$ cat src/rtl/lift_pkg.sv
// Shared types and helpers for the lift call register: direction decode,
// one-hot checks and population count over a MAX_FLOORS-wide vector.
package lift_pkg;

   localparam int MAX_FLOORS = 32;
   localparam int IDX_W      = 5;
   localparam int POP_W      = 6;

   typedef enum logic [1:0] {
      IDLE = 2'd0,
      UP   = 2'd1,
      DN   = 2'd2
   } dir_t;

   function automatic logic is_onehot(input logic [MAX_FLOORS-1:0] vec);
      return (vec != 32'd0) && ((vec & (vec - 32'd1)) == 32'd0);
   endfunction

   function automatic logic [IDX_W-1:0] onehot_to_idx(input logic [MAX_FLOORS-1:0] vec);
      logic [IDX_W-1:0] idx;
      idx = 5'd0;
      for (int i = 0; i < MAX_FLOORS; i++) begin
         if (vec[i]) begin
            idx = idx | IDX_W'(i);
         end else begin
            idx = idx;
         end
      end
      return idx;
   endfunction

   function automatic logic [POP_W-1:0] popcount(input logic [MAX_FLOORS-1:0] vec);
      logic [POP_W-1:0] cnt;
      cnt = 6'd0;
      for (int i = 0; i < MAX_FLOORS; i++) begin
         cnt = cnt + POP_W'(vec[i]);
      end
      return cnt;
   endfunction

   // Both direction bits high is treated as idle.
   function automatic dir_t decode_dir(input logic dir_up, input logic dir_dn);
      dir_t d;
      case ({dir_up, dir_dn})
         2'b10:   d = UP;
         2'b01:   d = DN;
         default: d = IDLE;
      endcase
      return d;
   endfunction

endpackage

$ cat src/rtl/lift_call_reg_n_if.sv
// Bus between the lift controller and the call register. The car_cancel
// signal exists only when LIFT_CAR_CANCEL_EN is defined.
interface lift_call_reg_n_if #(
   parameter int N_FLOORS = 6
);
   localparam int CNT_W = $clog2(3*N_FLOORS+1);

`ifdef LIFT_CAR_CANCEL_EN
   logic [N_FLOORS-1:0] car_cancel;
`endif
   logic [N_FLOORS-1:0] car_call_sig;
   logic [N_FLOORS-1:0] hall_up_sig;
   logic [N_FLOORS-1:0] hall_dn_sig;
   logic [N_FLOORS-1:0] sensor;
   logic                open_door;
   logic                dir_up;
   logic                dir_dn;
   logic [N_FLOORS-1:0] car_call;
   logic [N_FLOORS-1:0] hall_up;
   logic [N_FLOORS-1:0] hall_dn;
   logic                call_above;
   logic                call_below;
   logic                call_here;
   logic [CNT_W-1:0]    pending_cnt;
   logic                served;
   logic                sensor_err;

   modport master (
`ifdef LIFT_CAR_CANCEL_EN
      output car_cancel,
`endif
      output car_call_sig, hall_up_sig, hall_dn_sig, sensor, open_door, dir_up, dir_dn,
      input  car_call, hall_up, hall_dn, call_above, call_below, call_here,
      input  pending_cnt, served, sensor_err
   );

   modport slave (
`ifdef LIFT_CAR_CANCEL_EN
      input  car_cancel,
`endif
      input  car_call_sig, hall_up_sig, hall_dn_sig, sensor, open_door, dir_up, dir_dn,
      output car_call, hall_up, hall_dn, call_above, call_below, call_here,
      output pending_cnt, served, sensor_err
   );

endinterface

$ cat src/rtl/lift_call_summary.sv
// Combinational request summary: where latched calls sit relative to the
// current floor, and how many calls are pending in total.
module lift_call_summary
   import lift_pkg::*;
#(
   parameter int N_FLOORS = 6,
   parameter int CNT_W    = $clog2(3*N_FLOORS+1)
) (
   input  logic [N_FLOORS-1:0] car_call,
   input  logic [N_FLOORS-1:0] hall_up,
   input  logic [N_FLOORS-1:0] hall_dn,
   input  logic [IDX_W-1:0]    cur_floor,
   output logic                above,
   output logic                below,
   output logic                here,
   output logic [CNT_W-1:0]    cnt
);

   logic [N_FLOORS-1:0]   any_s;
   logic [N_FLOORS-1:0]   here_mask_s;
   logic [N_FLOORS-1:0]   below_mask_s;
   logic [N_FLOORS-1:0]   above_mask_s;
   logic [MAX_FLOORS-1:0] car_ext_s;
   logic [MAX_FLOORS-1:0] up_ext_s;
   logic [MAX_FLOORS-1:0] dn_ext_s;

   // Masks derive from a single shifted one: floors below are every lower bit.
   always_comb begin
      any_s        = car_call | hall_up | hall_dn;
      here_mask_s  = {{(N_FLOORS-1){1'b0}}, 1'b1} << cur_floor;
      below_mask_s = here_mask_s - {{(N_FLOORS-1){1'b0}}, 1'b1};
      above_mask_s = ~(below_mask_s | here_mask_s);
      above        = |(any_s & above_mask_s);
      below        = |(any_s & below_mask_s);
      here         = |(any_s & here_mask_s);

      car_ext_s    = {MAX_FLOORS{1'b0}};
      up_ext_s     = {MAX_FLOORS{1'b0}};
      dn_ext_s     = {MAX_FLOORS{1'b0}};
      car_ext_s[N_FLOORS-1:0] = car_call;
      up_ext_s[N_FLOORS-1:0]  = hall_up;
      dn_ext_s[N_FLOORS-1:0]  = hall_dn;
      cnt = CNT_W'(popcount(car_ext_s)) + CNT_W'(popcount(up_ext_s))
          + CNT_W'(popcount(dn_ext_s));
   end

endmodule

$ cat src/rtl/lift_call_reg_n.sv
// N-floor call register: latches car/hall calls, clears them on door-open by
// direction, and publishes registered summaries. LIFT_CAR_CANCEL_EN adds car_cancel.
module lift_call_reg_n
   import lift_pkg::*;
#(
   parameter int N_FLOORS = 6,
   parameter int CNT_W    = $clog2(3*N_FLOORS+1)
) (
   input  logic              clk,
   input  logic              rst,
   lift_call_reg_n_if.slave  bus
);

   localparam logic [N_FLOORS-1:0] UP_VALID = {1'b0, {(N_FLOORS-1){1'b1}}};
   localparam logic [N_FLOORS-1:0] DN_VALID = {{(N_FLOORS-1){1'b1}}, 1'b0};

   logic [N_FLOORS-1:0]   car_call_q, car_call_d;
   logic [N_FLOORS-1:0]   hall_up_q, hall_up_d;
   logic [N_FLOORS-1:0]   hall_dn_q, hall_dn_d;
   logic [IDX_W-1:0]      cur_floor_q, cur_floor_d;
   logic                  served_q, served_d;
   logic                  sensor_err_q, sensor_err_d;
   logic                  call_above_q, call_below_q, call_here_q;
   logic [CNT_W-1:0]      pending_cnt_q;

   logic [MAX_FLOORS-1:0] sensor_ext_s;
   logic                  onehot_s;
   logic                  multi_s;
   logic [IDX_W-1:0]      idx_s;
   dir_t                  dir_s;
   logic [N_FLOORS-1:0]   clr_mask_s;
   logic [N_FLOORS-1:0]   car_clr_s, up_clr_s, dn_clr_s;
   logic [N_FLOORS-1:0]   cancel_s;
   logic                  above_s, below_s, here_s;
   logic [CNT_W-1:0]      cnt_s;

   // Next-state: latch presses, then apply service clears and cancels on top.
   always_comb begin
      sensor_ext_s = {MAX_FLOORS{1'b0}};
      sensor_ext_s[N_FLOORS-1:0] = bus.sensor;
      onehot_s = is_onehot(sensor_ext_s);
      multi_s  = (bus.sensor != {N_FLOORS{1'b0}}) && !onehot_s;
      idx_s    = onehot_to_idx(sensor_ext_s);
      dir_s    = decode_dir(bus.dir_up, bus.dir_dn);

      if (onehot_s) begin
         cur_floor_d = idx_s;
      end else begin
         cur_floor_d = cur_floor_q;
      end

      if (bus.open_door && onehot_s) begin
         clr_mask_s = bus.sensor;
      end else begin
         clr_mask_s = {N_FLOORS{1'b0}};
      end

      car_clr_s = clr_mask_s;
      case (dir_s)
         UP: begin
            up_clr_s = clr_mask_s;
            dn_clr_s = {N_FLOORS{1'b0}};
         end
         DN: begin
            up_clr_s = {N_FLOORS{1'b0}};
            dn_clr_s = clr_mask_s;
         end
         default: begin
            up_clr_s = clr_mask_s;
            dn_clr_s = clr_mask_s;
         end
      endcase

`ifdef LIFT_CAR_CANCEL_EN
      cancel_s = bus.car_cancel;
`else
      cancel_s = {N_FLOORS{1'b0}};
`endif

      car_call_d = (car_call_q | bus.car_call_sig) & ~car_clr_s & ~cancel_s;
      hall_up_d  = (hall_up_q | bus.hall_up_sig) & ~up_clr_s & UP_VALID;
      hall_dn_d  = (hall_dn_q | bus.hall_dn_sig) & ~dn_clr_s & DN_VALID;

      // Only calls that were actually latched count as served.
      served_d = (|(car_call_q & car_clr_s)) | (|(hall_up_q & up_clr_s))
               | (|(hall_dn_q & dn_clr_s));
      sensor_err_d = sensor_err_q | multi_s;
   end

   lift_call_summary #(
      .N_FLOORS (N_FLOORS),
      .CNT_W    (CNT_W)
   ) u_summary (
      .car_call  (car_call_q),
      .hall_up   (hall_up_q),
      .hall_dn   (hall_dn_q),
      .cur_floor (cur_floor_q),
      .above     (above_s),
      .below     (below_s),
      .here      (here_s),
      .cnt       (cnt_s)
   );

   // State and output registers; reset wins over every same-cycle event.
   always_ff @(posedge clk) begin
      if (rst) begin
         car_call_q    <= {N_FLOORS{1'b0}};
         hall_up_q     <= {N_FLOORS{1'b0}};
         hall_dn_q     <= {N_FLOORS{1'b0}};
         cur_floor_q   <= {IDX_W{1'b0}};
         served_q      <= 1'b0;
         sensor_err_q  <= 1'b0;
         call_above_q  <= 1'b0;
         call_below_q  <= 1'b0;
         call_here_q   <= 1'b0;
         pending_cnt_q <= {CNT_W{1'b0}};
      end else begin
         car_call_q    <= car_call_d;
         hall_up_q     <= hall_up_d;
         hall_dn_q     <= hall_dn_d;
         cur_floor_q   <= cur_floor_d;
         served_q      <= served_d;
         sensor_err_q  <= sensor_err_d;
         call_above_q  <= above_s;
         call_below_q  <= below_s;
         call_here_q   <= here_s;
         pending_cnt_q <= cnt_s;
      end
   end

   assign bus.car_call    = car_call_q;
   assign bus.hall_up     = hall_up_q;
   assign bus.hall_dn     = hall_dn_q;
   assign bus.call_above  = call_above_q;
   assign bus.call_below  = call_below_q;
   assign bus.call_here   = call_here_q;
   assign bus.pending_cnt = pending_cnt_q;
   assign bus.served      = served_q;
   assign bus.sensor_err  = sensor_err_q;

endmodule

$ cat src/flat_wrapper.sv
// flat-port wrapper written by rule: the top's interface ports become plain ports
module lift_call_reg_n_flat import lift_pkg::*;
#(
   parameter int N_FLOORS = 6,
   parameter int CNT_W    = $clog2(3*N_FLOORS+1)
)
  (clk, rst, bus_car_call_sig, bus_hall_up_sig, bus_hall_dn_sig, bus_sensor, bus_open_door, bus_dir_up, bus_dir_dn, bus_car_call, bus_hall_up, bus_hall_dn, bus_call_above, bus_call_below, bus_call_here, bus_pending_cnt, bus_served, bus_sensor_err);
  lift_call_reg_n_if #(.N_FLOORS(N_FLOORS)) bus_i ();
  input  logic clk;
  input  logic rst;
  input wire logic [$bits(bus_i.car_call_sig)-1:0] bus_car_call_sig;
  input wire logic [$bits(bus_i.hall_up_sig)-1:0] bus_hall_up_sig;
  input wire logic [$bits(bus_i.hall_dn_sig)-1:0] bus_hall_dn_sig;
  input wire logic [$bits(bus_i.sensor)-1:0] bus_sensor;
  input wire logic [$bits(bus_i.open_door)-1:0] bus_open_door;
  input wire logic [$bits(bus_i.dir_up)-1:0] bus_dir_up;
  input wire logic [$bits(bus_i.dir_dn)-1:0] bus_dir_dn;
  output wire logic [$bits(bus_i.car_call)-1:0] bus_car_call;
  output wire logic [$bits(bus_i.hall_up)-1:0] bus_hall_up;
  output wire logic [$bits(bus_i.hall_dn)-1:0] bus_hall_dn;
  output wire logic [$bits(bus_i.call_above)-1:0] bus_call_above;
  output wire logic [$bits(bus_i.call_below)-1:0] bus_call_below;
  output wire logic [$bits(bus_i.call_here)-1:0] bus_call_here;
  output wire logic [$bits(bus_i.pending_cnt)-1:0] bus_pending_cnt;
  output wire logic [$bits(bus_i.served)-1:0] bus_served;
  output wire logic [$bits(bus_i.sensor_err)-1:0] bus_sensor_err;
  assign bus_i.car_call_sig = bus_car_call_sig;
  assign bus_i.hall_up_sig = bus_hall_up_sig;
  assign bus_i.hall_dn_sig = bus_hall_dn_sig;
  assign bus_i.sensor = bus_sensor;
  assign bus_i.open_door = bus_open_door;
  assign bus_i.dir_up = bus_dir_up;
  assign bus_i.dir_dn = bus_dir_dn;
  assign bus_car_call = bus_i.car_call;
  assign bus_hall_up = bus_i.hall_up;
  assign bus_hall_dn = bus_i.hall_dn;
  assign bus_call_above = bus_i.call_above;
  assign bus_call_below = bus_i.call_below;
  assign bus_call_here = bus_i.call_here;
  assign bus_pending_cnt = bus_i.pending_cnt;
  assign bus_served = bus_i.served;
  assign bus_sensor_err = bus_i.sensor_err;
  lift_call_reg_n #(.N_FLOORS(N_FLOORS), .CNT_W(CNT_W)) u_core (.clk(clk), .rst(rst), .bus(bus_i));
endmodule
$ cat config.mk
export PLATFORM = sky130hd
export DESIGN_NAME = lift_call_reg_n_flat
export DESIGN_NICKNAME = d
export VERILOG_FILES = /design/src/rtl/lift_pkg.sv /design/src/rtl/lift_call_reg_n_if.sv /design/src/rtl/lift_call_summary.sv /design/src/rtl/lift_call_reg_n.sv /design/src/flat_wrapper.sv
export SDC_FILE = /design/constraint.sdc
export NUM_CORES = 1
export LEC_CHECK = 0
export ABC_CLOCK_PERIOD_IN_PS = 7600
export CORE_MARGIN = 5
export CORE_UTILIZATION = 51
export DETAILED_ROUTE_END_ITERATION = 8
export PLACE_DENSITY = 0.88
export SYNTH_ARGS = -nofsm -noshare
export SYNTH_HDL_FRONTEND = slang
export SYNTH_SLANG_ARGS = --single-unit
$ cat constraint.sdc
create_clock -name clk -period 7.6 [get_ports clk]
set_input_delay 0.76 -clock clk [delete_from_list [all_inputs] [get_ports clk]]
set_output_delay 0.76 -clock clk [all_outputs]
set_load 0.03 [all_outputs]
==> flow_summary.toml <==
[placed_design]
pre_cts_slack_ps = 3990
place.gp.congestion = 0.847
dp_hpwl_um = 3720
portBuffers = 52

[logic_synthesis]
synth_edf_count = 0
synth_compound_area_frac = 0.224
avgSynthCellArea_um2 = 8.91
ys.flop_type = "dfxtp_1"
ys_types = 50
synth_top_family_by_area = "compound AO/OA/AOI/OAI gates"
synthSimpleGateAreaFrac = 0.172
synthAdderAreaFrac = 0.181
synthArstFlopShare = 0
synth_area_mm2 = 0.00193
ys_seq_area_frac = 0.301
yosysWarnings = 0
synth.area.mux_share = 0
synthXorXnorAreaFrac = 0.0136
synthCells = 216
ys_ff_latch = 29

[floorplan]
core_mm2 = 0.00366
fp.dieArea_mm2 = 0.00510
row_count = 22
dieHeight_um = 71.4
start_util = 0.526
io-pin-count = 57
die_w_um = 71.4

[clocking]
clockRootBuffer = "clkbuf_8"
postCtsHoldBufs = 0
htree_levels = 2
cts_made_buffers = 5
clkTransAtPathRegs_ps = 70
cts_resized = 0
cts_sinks = 29
clk_latency_ps = 290
cts_tree = "done"
postCtsSetupBuffers = 0
cts_max_path_buffers = 2

[setup_path]
cp-start-kind = "flip-flop"
critPathKind = "flip-flop to flip-flop"
cp_data_required_time_ps = 7740
cp.arrival_ps = 3750
cp-end-kind = "flip-flop"
reg2regPathDepth = 12
path_max_fanout = 5

[global_route]
grt_use_met1 = 0.248
grt-ovfl-total = 0
grtUsageTotal = 0.204
antenna_found_initial = 0
gr-usage-met3 = 0.0561
grt_pass1_wl_um = 8220
grt_max_degree = 27
grt_pass1_vias = 1745
grt-busiest-layer = "met2"
use_met2 = 0.335

[routing]
drc = 0
ant_nets = 0
dr_total_vias = 1829
drtIter0Drc = 145
wl_per_cell_um = 15.8
vias_per_cell = 5.86
drt-total-wl_um = 4930
firstDrtPassIters = 4

[sta]
slew_headroom = 0.335
hold_slack_ps = 491
finalSetupViolCount = 0
clock.fmax_mhz = 276
final_max_slew_viol_count = 0
rsz0062_at_grt = "false"
setup_slack_ps = 3980
period_share = 0.476
worstMarginPinSlew_ps = 995
setup_tns_ps = 0
skew_ps = 7.35
fin_crit_ps = 3620
finalHoldViolCount = 0

[power_and_ir_drop]
pwr-share-clk = 0.221
power.leakage_nw = 1.01
switchingPower_mw = 0.215
switching_share = 0.379
seq_power_share = 0.331
p_total_mw = 0.567
cell_internal_pwr_mw = 0.352
p_per_area_mw_per_mm2 = 227
peakVddDrop_mv = 0.124
pwr-share-comb = 0.448

[run_status]
status = "complete, no violations"

[finish]
synthToLayoutAreaGrowth_pct = 29.8
diodes = 0
drive_above_1_share = 0.0682
fillers = 311
utilization = 0.683
multi_input_area_mm2 = 0.00114
final_nets = 313
layout.area.seq_um2 = 581

[hold_path]
hold_path.class = "flip-flop to flip-flop"
worstHoldPathCells = 1

[run]
maxCapViolations = 0
## Yosys cell counts (all sizes together) (2+ instances only)
| cell | number | area share |
|---|---|---|
| nand3 | 4 | 0.010 |
| nand3b | 2 | 0.0078 |
| nor3 | 10 | 0.029 |
| a41oi | 2 | 0.0091 |
| ha | 11 | 0.071 |
| nand2b | 2 | 0.0065 |
| clkbuf | 4 | 0.0078 |
| a311oi | 10 | 0.045 |
| o21ai | 8 | 0.021 |
| o32ai | 2 | 0.013 |
| fa | 10 | 0.10 |
| a211oi | 5 | 0.022 |
| nor2b | 2 | 0.0065 |
| a21oi | 7 | 0.018 |
| nor4 | 2 | 0.0065 |
| nand2 | 7 | 0.014 |
| o22ai | 3 | 0.0097 |
| buf | 9 | 0.042 |
| nor3b | 3 | 0.012 |
| or3b | 3 | 0.014 |
| nor2 | 24 | 0.047 |
| inv | 29 | 0.057 |
| xor2 | 2 | 0.0091 |
| a22oi | 4 | 0.016 |
| or3 | 4 | 0.016 |
| dfxtp | 29 | 0.30 |
| a21o | 2 | 0.0078 |
| o211ai | 2 | 0.010 |
| a222oi | 2 | 0.010 |
| a31oi | 3 | 0.018 |
## flip-flops by register name, summed over array words and instances, names as in the netlist
register / count
u_core.bus.car_call: 6
u_core.bus.hall_dn: 5
u_core.bus.hall_up: 5
u_core.bus.pending_cnt: 5
u_core.cur_floor_q: 3
u_core.bus.call_above: 1
u_core.bus.call_below: 1
u_core.bus.call_here: 1
u_core.bus.sensor_err: 1
u_core.bus.served: 1
## power by group through the flow
stage	Clock [mW]	Combinational, mW	Sequential [mW]
final	0.125	0.254	0.188
after detailed placement	0	0.257	0.191
after CTS	0.127	0.258	0.188
after floorplan	0	0.144	0.223
after global placement	0	0.242	0.190
after global routing	0.134	0.285	0.191
## worst max-delay path, cell delays in order, from the launching register on
cell and delay [ps]:
dfxtp_1 430, inv_1 110, fa_1 530, inv_1 50
fa_1 480, inv_1 50, fa_1 460, fa_1 500
inv_1 40, ha_1 200, fa_1 400, a21oi_1 170
nor3b_1 60
## cells in the final DEF (no fill, tap or decap), types with 6 or more instances in the layout
master           count
a21oi_1              7
a311oi_1            10
clkdlybuf4s50_1     52
dfxtp_1             29
fa_1                10
ha_1                11
inv_1               28
nand2_1              7
nor2_1              24
nor3_1               9
o21ai_0              6
## layout make-up
| cell class | count | share of cell area |
|---|---|---|
| well taps | 48 | 0.0240 |
| clock inverters | 3 | 0.00701 |
| clock buffers | 5 | 0.0275 |
| inverters | 29 | 0.0435 |
| flip-flops and latches | 29 | 0.232 |
| multi-input cells | 146 | 0.457 |
| repair buffers | 52 | 0.208 |
## cell families (layout without fill, tap and decap cells)
logic type | Yosys count | in the layout
adder cells (fa/ha/maj) | 22 | 22
flip-flops | 29 | 29
XOR/XNOR | 3 | 3
AND/OR/NAND/NOR | 64 | 64
AO/OA/AOI/OAI | 55 | 55
buffers and inverters | 42 | 89
other | 1 | 2
## stage by stage
| stage | cells | area (um^2) |
|---|---|---|
| after floorplan | 217 | 1930 |
| after global placement | 304 | 2410 |
| after detailed placement | 304 | 2410 |
| after CTS | 312 | 2500 |
| after global routing | 312 | 2500 |
| final | 312 | 2500 |
## path summary, 6_finish.rpt
path                                                         from                                    to  slack (ps)
worst min-delay path             u_core.bus.sensor_err$_SDFF_PP0_      u_core.bus.sensor_err$_SDFF_PP0_         490
worst max-delay path            u_core.bus.car_call[1]$_SDFF_PP0_  u_core.bus.pending_cnt[4]$_SDFF_PP0_        3980
worst max register to register  u_core.bus.car_call[1]$_SDFF_PP0_  u_core.bus.pending_cnt[4]$_SDFF_PP0_        3980
worst min register to register   u_core.bus.sensor_err$_SDFF_PP0_      u_core.bus.sensor_err$_SDFF_PP0_         490
## metal layers
| metal | routed length [um] | part of all wire |
|---|---|---|
| met5 | 0 | 0 |
| met4 | 127 | 0.026 |
| met3 | 443 | 0.090 |
| met2 | 2470 | 0.50 |
| met1 | 1890 | 0.38 |
Note: power is estimated with default switching activity, not from simulation.
